[config.mk]
export PLATFORM = sky130hd
export DESIGN_NAME = multicycle_controller_flat
export DESIGN_NICKNAME = d
export VERILOG_FILES = /design/src/rtl/multicycle_controller_if.sv /design/src/rtl/multicycle_controller.sv /design/src/flat_wrapper.sv
export SDC_FILE = /design/constraint.sdc
export NUM_CORES = 1
export LEC_CHECK = 0
export CORE_UTILIZATION = 45
export CTS_BUF_LIST = sky130_fd_sc_hd__clkbuf_8
export CTS_CLUSTER_DIAMETER = 120
export DETAILED_ROUTE_END_ITERATION = 6
export DONT_BUFFER_PORTS = 1
export HOLD_SLACK_MARGIN = 0.08
export PLACE_DENSITY_LB_ADDON = 0.1
export SYNTH_ARGS = -nofsm -noshare
export SYNTH_HDL_FRONTEND = slang
export SYNTH_SLANG_ARGS = --single-unit
[constraint.sdc]
create_clock -name clk -period 1.8 [get_ports clk]
set_input_delay 0.36 -clock clk [delete_from_list [all_inputs] [get_ports clk]]
set_output_delay 0.36 -clock clk [all_outputs]
set_load 0.02 [all_outputs]
[src/rtl/multicycle_controller_if.sv]
// rtl/multicycle_controller_if.sv - opcode/memory handshake and datapath control bundle
interface multicycle_controller_if #(
    parameter int CNT_W = 32
);
    logic [6:0]       Opcode;
    logic             mem_ready;
    logic             pc_write;
    logic             branch;
    logic             ir_write;
    logic             adr_src;
    logic             mem_read;
    logic             mem_write;
    logic             reg_write;
    logic [1:0]       alu_src_a;
    logic [1:0]       alu_src_b;
    logic [1:0]       result_src;
    logic [1:0]       ALUOp;
    logic             illegal_op;
    logic             bus_error;
    logic [3:0]       state_dbg;
    logic [CNT_W-1:0] retired;

    modport master (
        input  Opcode, mem_ready,
        output pc_write, branch, ir_write, adr_src, mem_read, mem_write, reg_write,
               alu_src_a, alu_src_b, result_src, ALUOp,
               illegal_op, bus_error, state_dbg, retired
    );

    modport slave (
        output Opcode, mem_ready,
        input  pc_write, branch, ir_write, adr_src, mem_read, mem_write, reg_write,
               alu_src_a, alu_src_b, result_src, ALUOp,
               illegal_op, bus_error, state_dbg, retired
    );
endinterface

[src/rtl/multicycle_controller.sv]
// rtl/multicycle_controller.sv - multi-cycle RISC-V main control FSM with wait states, timeout and traps
module multicycle_controller #(
    parameter bit ENABLE_BRANCH = 1'b1,
    parameter bit ENABLE_JAL    = 1'b1,
    parameter int MEM_TIMEOUT   = 16,
    parameter int CNT_W         = 32
) (
    input  logic                    clk,
    input  logic                    reset,
    multicycle_controller_if.master bus
);
    typedef enum logic [3:0] {
        S_FETCH  = 4'd0,
        S_DECODE = 4'd1,
        S_MEMADR = 4'd2,
        S_MEMRD  = 4'd3,
        S_MEMWB  = 4'd4,
        S_MEMWR  = 4'd5,
        S_EXEC_R = 4'd6,
        S_EXEC_I = 4'd7,
        S_ALUWB  = 4'd8,
        S_BEQ    = 4'd9,
        S_JAL    = 4'd10,
        S_TRAP   = 4'd11
    } state_t;

    localparam logic [6:0] OP_LW   = 7'b0000011;
    localparam logic [6:0] OP_SW   = 7'b0100011;
    localparam logic [6:0] OP_R    = 7'b0110011;
    localparam logic [6:0] OP_I    = 7'b0010011;
    localparam logic [6:0] OP_BEQ  = 7'b1100011;
    localparam logic [6:0] OP_JAL  = 7'b1101111;
    localparam int         TW      = (MEM_TIMEOUT > 1) ? $clog2(MEM_TIMEOUT + 1) : 1;

    state_t           state, state_n;
    logic [TW-1:0]    tcnt;
    logic [CNT_W-1:0] ret_cnt;
    logic             illegal_q, bus_err_q;
    logic             retire, set_illegal, set_bus_err;
    logic             waiting, timed_out;

    // Only the three memory-handshake states can stall on mem_ready.
    assign waiting   = ((state == S_FETCH) || (state == S_MEMRD) || (state == S_MEMWR)) && !bus.mem_ready;
    assign timed_out = waiting && (MEM_TIMEOUT != 0) && (tcnt == TW'(MEM_TIMEOUT - 1));

    always_ff @(posedge clk) begin
        if (reset) begin
            state     <= S_FETCH;
            tcnt      <= '0;
            ret_cnt   <= '0;
            illegal_q <= 1'b0;
            bus_err_q <= 1'b0;
        end else begin
            state <= state_n;
            tcnt  <= (waiting && state_n == state) ? tcnt + 1'b1 : '0;
            if (retire)      ret_cnt   <= ret_cnt + 1'b1;
            if (set_illegal) illegal_q <= 1'b1;
            if (set_bus_err) bus_err_q <= 1'b1;
        end
    end

    always_comb begin
        state_n        = state;
        retire         = 1'b0;
        set_illegal    = 1'b0;
        set_bus_err    = 1'b0;
        bus.pc_write   = 1'b0;
        bus.branch     = 1'b0;
        bus.ir_write   = 1'b0;
        bus.adr_src    = 1'b0;
        bus.mem_read   = 1'b0;
        bus.mem_write  = 1'b0;
        bus.reg_write  = 1'b0;
        bus.alu_src_a  = 2'b00;
        bus.alu_src_b  = 2'b00;
        bus.result_src = 2'b00;
        bus.ALUOp      = 2'b00;
        case (state)
            S_FETCH: begin
                bus.mem_read   = 1'b1;
                bus.alu_src_b  = 2'b10;
                bus.ALUOp      = 2'b01;
                bus.result_src = 2'b10;
                if (bus.mem_ready) begin
                    bus.ir_write = 1'b1;
                    bus.pc_write = 1'b1;
                    state_n      = S_DECODE;
                end else if (timed_out) begin
                    state_n     = S_TRAP;
                    set_bus_err = 1'b1;
                end
            end
            S_DECODE: begin
                bus.alu_src_a = 2'b01;
                bus.alu_src_b = 2'b01;
                bus.ALUOp     = 2'b01;
                if (bus.Opcode == OP_LW || bus.Opcode == OP_SW)  state_n = S_MEMADR;
                else if (bus.Opcode == OP_R)                     state_n = S_EXEC_R;
                else if (bus.Opcode == OP_I)                     state_n = S_EXEC_I;
                else if (bus.Opcode == OP_BEQ && ENABLE_BRANCH)  state_n = S_BEQ;
                else if (bus.Opcode == OP_JAL && ENABLE_JAL)     state_n = S_JAL;
                else begin
                    state_n     = S_TRAP;
                    set_illegal = 1'b1;
                end
            end
            S_MEMADR: begin
                bus.alu_src_a = 2'b10;
                bus.alu_src_b = 2'b01;
                bus.ALUOp     = 2'b01;
                state_n       = (bus.Opcode == OP_LW) ? S_MEMRD : S_MEMWR;
            end
            S_MEMRD: begin
                bus.adr_src  = 1'b1;
                bus.mem_read = 1'b1;
                if (bus.mem_ready) state_n = S_MEMWB;
                else if (timed_out) begin
                    state_n     = S_TRAP;
                    set_bus_err = 1'b1;
                end
            end
            S_MEMWB: begin
                bus.result_src = 2'b01;
                bus.reg_write  = 1'b1;
                retire         = 1'b1;
                state_n        = S_FETCH;
            end
            S_MEMWR: begin
                bus.adr_src   = 1'b1;
                bus.mem_write = 1'b1;
                if (bus.mem_ready) begin
                    retire  = 1'b1;
                    state_n = S_FETCH;
                end else if (timed_out) begin
                    state_n     = S_TRAP;
                    set_bus_err = 1'b1;
                end
            end
            S_EXEC_R: begin
                bus.alu_src_a = 2'b10;
                bus.ALUOp     = 2'b10;
                state_n       = S_ALUWB;
            end
            S_EXEC_I: begin
                bus.alu_src_a = 2'b10;
                bus.alu_src_b = 2'b01;
                state_n       = S_ALUWB;
            end
            S_ALUWB: begin
                bus.reg_write = 1'b1;
                retire        = 1'b1;
                state_n       = S_FETCH;
            end
            S_BEQ: begin
                bus.alu_src_a = 2'b10;
                bus.ALUOp     = 2'b11;
                bus.branch    = 1'b1;
                retire        = 1'b1;
                state_n       = S_FETCH;
            end
            S_JAL: begin
                bus.alu_src_a = 2'b01;
                bus.alu_src_b = 2'b10;
                bus.ALUOp     = 2'b01;
                bus.pc_write  = 1'b1;
                state_n       = S_ALUWB;
            end
            default: state_n = S_TRAP;
        endcase
        // Reset wins over any strobe the current state would raise.
        if (reset) begin
            bus.pc_write  = 1'b0;
            bus.branch    = 1'b0;
            bus.ir_write  = 1'b0;
            bus.mem_read  = 1'b0;
            bus.mem_write = 1'b0;
            bus.reg_write = 1'b0;
        end
    end

    assign bus.illegal_op = illegal_q;
    assign bus.bus_error  = bus_err_q;
    assign bus.state_dbg  = state;
    assign bus.retired    = ret_cnt;
endmodule

[src/flat_wrapper.sv]
// flat-port wrapper written by rule: the top's interface ports become plain ports
module multicycle_controller_flat 
#(
    parameter bit ENABLE_BRANCH = 1'b1,
    parameter bit ENABLE_JAL    = 1'b1,
    parameter int MEM_TIMEOUT   = 16,
    parameter int CNT_W         = 32
)
  (clk, reset, bus_Opcode, bus_mem_ready, bus_pc_write, bus_branch, bus_ir_write, bus_adr_src, bus_mem_read, bus_mem_write, bus_reg_write, bus_alu_src_a, bus_alu_src_b, bus_result_src, bus_ALUOp, bus_illegal_op, bus_bus_error, bus_state_dbg, bus_retired);
  multicycle_controller_if #(.CNT_W(CNT_W)) bus_i ();
  input  logic clk;
  input  logic reset;
  input wire logic [$bits(bus_i.Opcode)-1:0] bus_Opcode;
  input wire logic [$bits(bus_i.mem_ready)-1:0] bus_mem_ready;
  output wire logic [$bits(bus_i.pc_write)-1:0] bus_pc_write;
  output wire logic [$bits(bus_i.branch)-1:0] bus_branch;
  output wire logic [$bits(bus_i.ir_write)-1:0] bus_ir_write;
  output wire logic [$bits(bus_i.adr_src)-1:0] bus_adr_src;
  output wire logic [$bits(bus_i.mem_read)-1:0] bus_mem_read;
  output wire logic [$bits(bus_i.mem_write)-1:0] bus_mem_write;
  output wire logic [$bits(bus_i.reg_write)-1:0] bus_reg_write;
  output wire logic [$bits(bus_i.alu_src_a)-1:0] bus_alu_src_a;
  output wire logic [$bits(bus_i.alu_src_b)-1:0] bus_alu_src_b;
  output wire logic [$bits(bus_i.result_src)-1:0] bus_result_src;
  output wire logic [$bits(bus_i.ALUOp)-1:0] bus_ALUOp;
  output wire logic [$bits(bus_i.illegal_op)-1:0] bus_illegal_op;
  output wire logic [$bits(bus_i.bus_error)-1:0] bus_bus_error;
  output wire logic [$bits(bus_i.state_dbg)-1:0] bus_state_dbg;
  output wire logic [$bits(bus_i.retired)-1:0] bus_retired;
  assign bus_i.Opcode = bus_Opcode;
  assign bus_i.mem_ready = bus_mem_ready;
  assign bus_pc_write = bus_i.pc_write;
  assign bus_branch = bus_i.branch;
  assign bus_ir_write = bus_i.ir_write;
  assign bus_adr_src = bus_i.adr_src;
  assign bus_mem_read = bus_i.mem_read;
  assign bus_mem_write = bus_i.mem_write;
  assign bus_reg_write = bus_i.reg_write;
  assign bus_alu_src_a = bus_i.alu_src_a;
  assign bus_alu_src_b = bus_i.alu_src_b;
  assign bus_result_src = bus_i.result_src;
  assign bus_ALUOp = bus_i.ALUOp;
  assign bus_illegal_op = bus_i.illegal_op;
  assign bus_bus_error = bus_i.bus_error;
  assign bus_state_dbg = bus_i.state_dbg;
  assign bus_retired = bus_i.retired;
  multicycle_controller #(.ENABLE_BRANCH(ENABLE_BRANCH), .ENABLE_JAL(ENABLE_JAL), .MEM_TIMEOUT(MEM_TIMEOUT), .CNT_W(CNT_W)) u_core (.clk(clk), .reset(reset), .bus(bus_i));
endmodule
# After elaboration in Yosys (flattened, before gate mapping)
# Index checks and enable logic that the tools add are counted.
[word_totals]
regBits = 43
out_inout_bits = 53
elab_cells = 85
[classes]
add_sub_neg = 2
eq_ne = 18
n_mux = 39
bitwise_logic = 1
reduce_logical = 20
[ops]
columns = ["cell", "count"]
rows = [
  ["$add A32 B1 Y32 const B", 1],
  ["$mux W4", 8],
  ["$pmux W4 S7", 1],
  ["$mux W1", 23],
  ["$eq A4 B3 Y1 const B", 4],
  ["$eq A7 B6 Y1 const B", 2],
  ["$eq A7 B7 Y1 const B", 2],
  ["$eq A4 B4 Y1 const B", 3],
  ["$pmux W2 S2", 3],
  ["$reduce_or A2 Y1", 6],
  ["$reduce_or A3 Y1", 4],
  ["$eq A4 B2 Y1 const B", 2],
  ["$reduce_or A4 Y1", 2],
  ["$eq A7 B2 Y1 const B", 1],
  ["$eq A7 B5 Y1 const B", 1],
  ["$pmux W2 S3", 1],
  ["$add A5 B1 Y5 const B", 1],
  ["$eq A5 B4 Y1 const B", 1],
  ["$eq A4 B1 Y1 const B", 1],
  ["$eq A4 B4 Y1", 1],
  ["$logic_not A4 Y1", 1],
  ["$pmux W1 S2", 2],
  ["$logic_and A1 B1 Y1", 3],
  ["$logic_or A1 B1 Y1", 3],
  ["other kinds (3)", 3],
]

# Logic depth before layout (Yosys ltp)
[logic_depth]
word_depth = 12
mapped_depth = 8

# Worst setup path after synthesis
# OpenSTA, ideal clock, no wires.
[synth_path]
path_type = "register -> output"
startpoint = "register u_core.state[1], in the netlist u_core.bus.state_dbg[1]"
endpoint = "output port bus_ir_write"
t_arrival_ns = 1.843
required_ns = 1.440
path_slack_ns = -0.403
stages_incl_launch_ff = 4
path_buffers = 1
path_cell_list = "dfxtp_1 clkbuf_1 nor4_1 and3b_1"
[synth_via]
elab_chain_cells = 3
[synth_rtl]
columns = ["element", "line", "text"]
rows = [
  ["from (decl)", "multicycle_controller.sv:35", "state_t state, state_n;"],
  ["from (signal assigned)", "multicycle_controller.sv:54", "state <= state_n;"],
  ["$logic_not A4 Y1", "multicycle_controller.sv:78", "case (state)"],
  ["$mux W1", "multicycle_controller.sv:78", ""],
  ["$mux W1", "multicycle_controller.sv:171", "if (reset) begin"],
  ["to (decl)", "flat_wrapper.sv:17", "output wire logic [$bits(bus_i.ir_write)-1:0] bus_ir_write;"],
]
# Every way passes these cells.

# Final worst setup path
[layout_path]
startpoint = "register u_core.state[1], in the netlist u_core.bus.state_dbg[1]"
endpoint = "output port bus_pc_write"
[layout_via]
elab_chain_cells = 3
[layout_rtl]
columns = ["element", "line", "text"]
rows = [
  ["$eq A4 B4 Y1 or $logic_not A4 Y1 (tied branches)", "multicycle_controller.sv:78", ""],
  ["$pmux W1 S2 (*)", "multicycle_controller.sv:78", ""],
  ["$mux W1 (*)", "multicycle_controller.sv:171", ""],
  ["to (decl)", "flat_wrapper.sv:15", "output wire logic [$bits(bus_i.pc_write)-1:0] bus_pc_write;"],
]
# Every way passes the cells marked *; elsewhere a longest branch is shown, timed or not.

==> qor.json <==
{
  "outcome": "complete, no violations",
  "antenna_found_initial": 0,
  "cell_at_the_root_of_the_clock_tree": "sky130_fd_sc_hd__clkbuf_8",
  "flow.area_growth_from_synthesis_pct": 34.6,
  "power_density_nw_per_um2": 1080,
  "worst_path_largest_cell_delay_ps": 360,
  "gp_routability_congestion": 0.836,
  "period_needed_ps": 1780,
  "design.die.area_um2": 5760,
  "setup_tns_ps": 0,
  "tightest_slew_ps": 354,
  "critPathTopFamily": "flip-flops",
  "boundary_pin_count": 63,
  "die-width_um": 75.9,
  "pre_cts_slack_ps": 4.52,
  "endpoint_kind": "primary output",
  "edff_count_synth": 0,
  "worstPathCellList": "buf_8 > nor3b_2 > a21oi_1 > nor4_4 > buf_4",
  "ctsLongestPathBuffers": 2,
  "design.final.nets": 370,
  "area_of_the_placeable_core_um2": 5170,
  "finalWirelength_um": 6260,
  "floorplan.initialDensity_pct": 47.5,
  "routed_wire_length_per_instance_um": 14.6,
  "max-vdd-ir-drop_v": 0.000827,
  "rows": 26,
  "maxCapViolations": 0,
  "synth-warning-count": 0,
  "worstPathRequired_ps": 1440,
  "critical_path.max_fanout": 18,
  "grt_overflow": 0,
  "routed_vias_inst": 5.67,
  "drtIter0Drc": 121,
  "synth_area_leader_cell": "sky130_fd_sc_hd__dfxtp_1",
  "layout_cells_sized_above_1_pct": 32.1,
  "slew_headroom_pct": 76.2,
  "grt_first_pass_wirelength_um": 9770,
  "die-height_um": 75.9,
  "synth.yosys.seq_area_share_pct": 35.0,
  "skew_ps": 4.66,
  "dp.final_hpwl_um": 4490,
  "timing.final.ws_setup_ps": 24.1,
  "async_reset_ff_share_pct": 0,
  "synthCells": 307,
  "antennaDiodeCount": 0,
  "final-hold-violation-count": 0,
  "syn_avg_cell_area_um2": 8.00,
  "via_count_of_the_first_global_routing_pass": 2198,
  "tritoncts_clock_tree": "built",
  "ctsHoldBuffers": 0,
  "nFillCells": 467,
  "cp_startpoint_kind": "register",
  "worst_skew_pair.late_latency_ps": 290,
  "synth_cell_type_count": 44,
  "grt_start_max_net_pins": 47,
  "synthFlopType": "sky130_fd_sc_hd__dfxtp_1",
  "cts_buffers": 5,
  "finalSetupViolCount": 0,
  "synth_area_leaders": "sky130_fd_sc_hd__dfxtp_1 35%, sky130_fd_sc_hd__xnor2_1 11%, sky130_fd_sc_hd__nor2_1 7.6%",
  "portBuffers": 0,
  "rsz_0062_raised_after_global_routing": "yes",
  "route.antenna.remaining_nets": 0,
  "remaining_drc_errors": 0,
  "power_uw": 3580,
  "total_track_usage_pct": 22.1,
  "final_min_period_over_clock_period_pct": 98.7,
  "power.static_leakage_uw": 0.00123,
  "drt-pass1-iter-count": 5,
  "cts_sinks": 43,
  "timing.fmax_mhz": 563,
  "synth_seq_cells": 43,
  "crit_path_top_delay_cell": "sky130_fd_sc_hd__dfxtp_2",
  "vias_post_dr": 2426,
  "drv_slew": 0,
  "crit_buf_inv": 2,
  "criticalPathCategory": "register to primary output",
  "syn_nets": 320,
  "hold_class": "input pin to register",
  "synth_top_area_share_pct": 35.0,
  "post_synth_instance_area_um2": 2460,
  "path_clk_slew_ps": 80,
  "htree_levels": 2,
  "critical_path_arrival_ps": 1420
}
[power by group]
| group | internal, µW | switching [µW] |
|---|---|---|
| Sequential | 1020 | 85.6 |
| Combinational | 688 | 913 |
| Clock | 549 | 324 |
[stage by stage]
step / hold WS [ps] / area [µm²] / cells / utilization, %
floorplan: 418 / 2560 / 307 / -
global placement: 429 / 3000 / 417 / 58.1
detailed placement: 431 / 3000 / 417 / 58.1
CTS: 115 / 3180 / 425 / 61.6
global route: 102 / 3310 / 428 / 63.9
finish: 126 / 3310 / 428 / 63.9
[worst register-to-register path: cells and delay by family (launching register included)]
kind / cells / cell delay [ps]
DFF: 1 / 370
AOI/OAI and AO/OA: 2 / 340
and+or+nand+nor: 3 / 980
[metal layers]
layer	routed length, µm	share of wire, %	up-vias	global-route usage [%]
li1	-	-	1198	-
met3	407	6.5	9	6.61
met1	2890	46	1148	29.1
met5	0	0	-	0
met4	74	1.2	0	5.76
met2	2890	46	71	35.3
[cells in the mapped netlist, types with 3 or more instances]
library cell	number
sky130_fd_sc_hd__or4_1	3
sky130_fd_sc_hd__nor4_1	21
sky130_fd_sc_hd__nand4_1	6
sky130_fd_sc_hd__nand2_1	16
sky130_fd_sc_hd__o21ai_0	5
sky130_fd_sc_hd__buf_2	3
sky130_fd_sc_hd__nand2b_1	8
sky130_fd_sc_hd__xnor2_1	30
sky130_fd_sc_hd__a31oi_1	3
sky130_fd_sc_hd__ha_1	3
sky130_fd_sc_hd__nor3b_1	3
sky130_fd_sc_hd__nor4b_1	3
sky130_fd_sc_hd__nor2_1	50
sky130_fd_sc_hd__inv_1	4
sky130_fd_sc_hd__dfxtp_1	43
sky130_fd_sc_hd__a21oi_1	14
sky130_fd_sc_hd__nor3_1	12
sky130_fd_sc_hd__nor2b_1	7
sky130_fd_sc_hd__and4bb_2	3
sky130_fd_sc_hd__clkbuf_1	14
sky130_fd_sc_hd__and4_1	6
sky130_fd_sc_hd__and3_1	6
sky130_fd_sc_hd__nand3_1	15
sky130_fd_sc_hd__buf_1	3
[cells by family (layout without fill, tap and decap cells)]
kind of cell | Yosys count | after routing | share of synthesized area, %
multiplexers | 3 | 3 | 1.27
buffers and inverters | 24 | 75 | 3.82
flip-flops | 43 | 43 | 35.0
AND/OR/NAND/NOR | 167 | 167 | 38.1
adder cells (fa/ha/maj) | 3 | 3 | 1.53
AO/OA/AOI/OAI | 35 | 35 | 8.81
XOR/XNOR | 32 | 32 | 11.4
[area by class of cell]
type | count | area [µm²] | area share (%)
multi-input cells | 240 | 1660 | 50.3
flip-flops and latches | 43 | 890 | 26.9
repair buffers | 63 | 518 | 15.7
well taps | 70 | 87.6 | 2.65
clock buffers | 5 | 68.8 | 2.08
clock inverters | 3 | 63.8 | 1.93
inverters | 4 | 15.0 | 0.454
[layout by cell type (no fill, tap or decap), drive strengths merged, types with 2 or more instances in the layout]
| cell | count |
|---|---|
| xnor2 | 30 |
| clkbuf | 6 |
| dfxtp | 43 |
| and2 | 2 |
| nand2 | 16 |
| or4 | 3 |
| nand3 | 15 |
| nand2b | 9 |
| inv | 5 |
| nand4 | 6 |
| and3 | 6 |
| o21ai | 5 |
| and4 | 7 |
| o21a | 2 |
| nor4 | 21 |
| nor3 | 12 |
| a21oi | 14 |
| nor3b | 3 |
| xor2 | 2 |
| o221ai | 2 |
| ha | 3 |
| buf | 62 |
| mux2i | 2 |
| nor2b | 7 |
| a31oi | 3 |
| nor4b | 3 |
| and4bb | 3 |
| o31ai | 2 |
| bufinv | 2 |
| nor2 | 50 |
[worst paths after layout]
path | start | endpoint | slack, ps | depth (start not counted)
max | u_core.bus.state_dbg[1] | bus_pc_write | 20 | 5
min reg2reg | u_core.tcnt[3] | u_core.tcnt[3] | 510 | 2
min | reset | u_core.bus.retired[27] | 130 | 1
max reg2reg | u_core.bus.state_dbg[0] | u_core.bus.retired[17] | 40 | 5
[sequential cells by signal (all words and copies together), names as in the netlist]
| signal | cells |
|---|---|
| u_core.tcnt | 5 |
| u_core.bus.state_dbg | 4 |
| u_core.bus.bus_error | 1 |
| u_core.bus.retired | 32 |
| u_core.bus.illegal_op | 1 |
[repair_timing]
action | in CTS | in global routing
pin swaps | 1 | 3
resized for setup | 11 | 22
gates cloned | 0 | 1
setup endpoints to repair | 11 | 20
setup buffers | 0 | 2
Power figures use the tool's default switching activity.
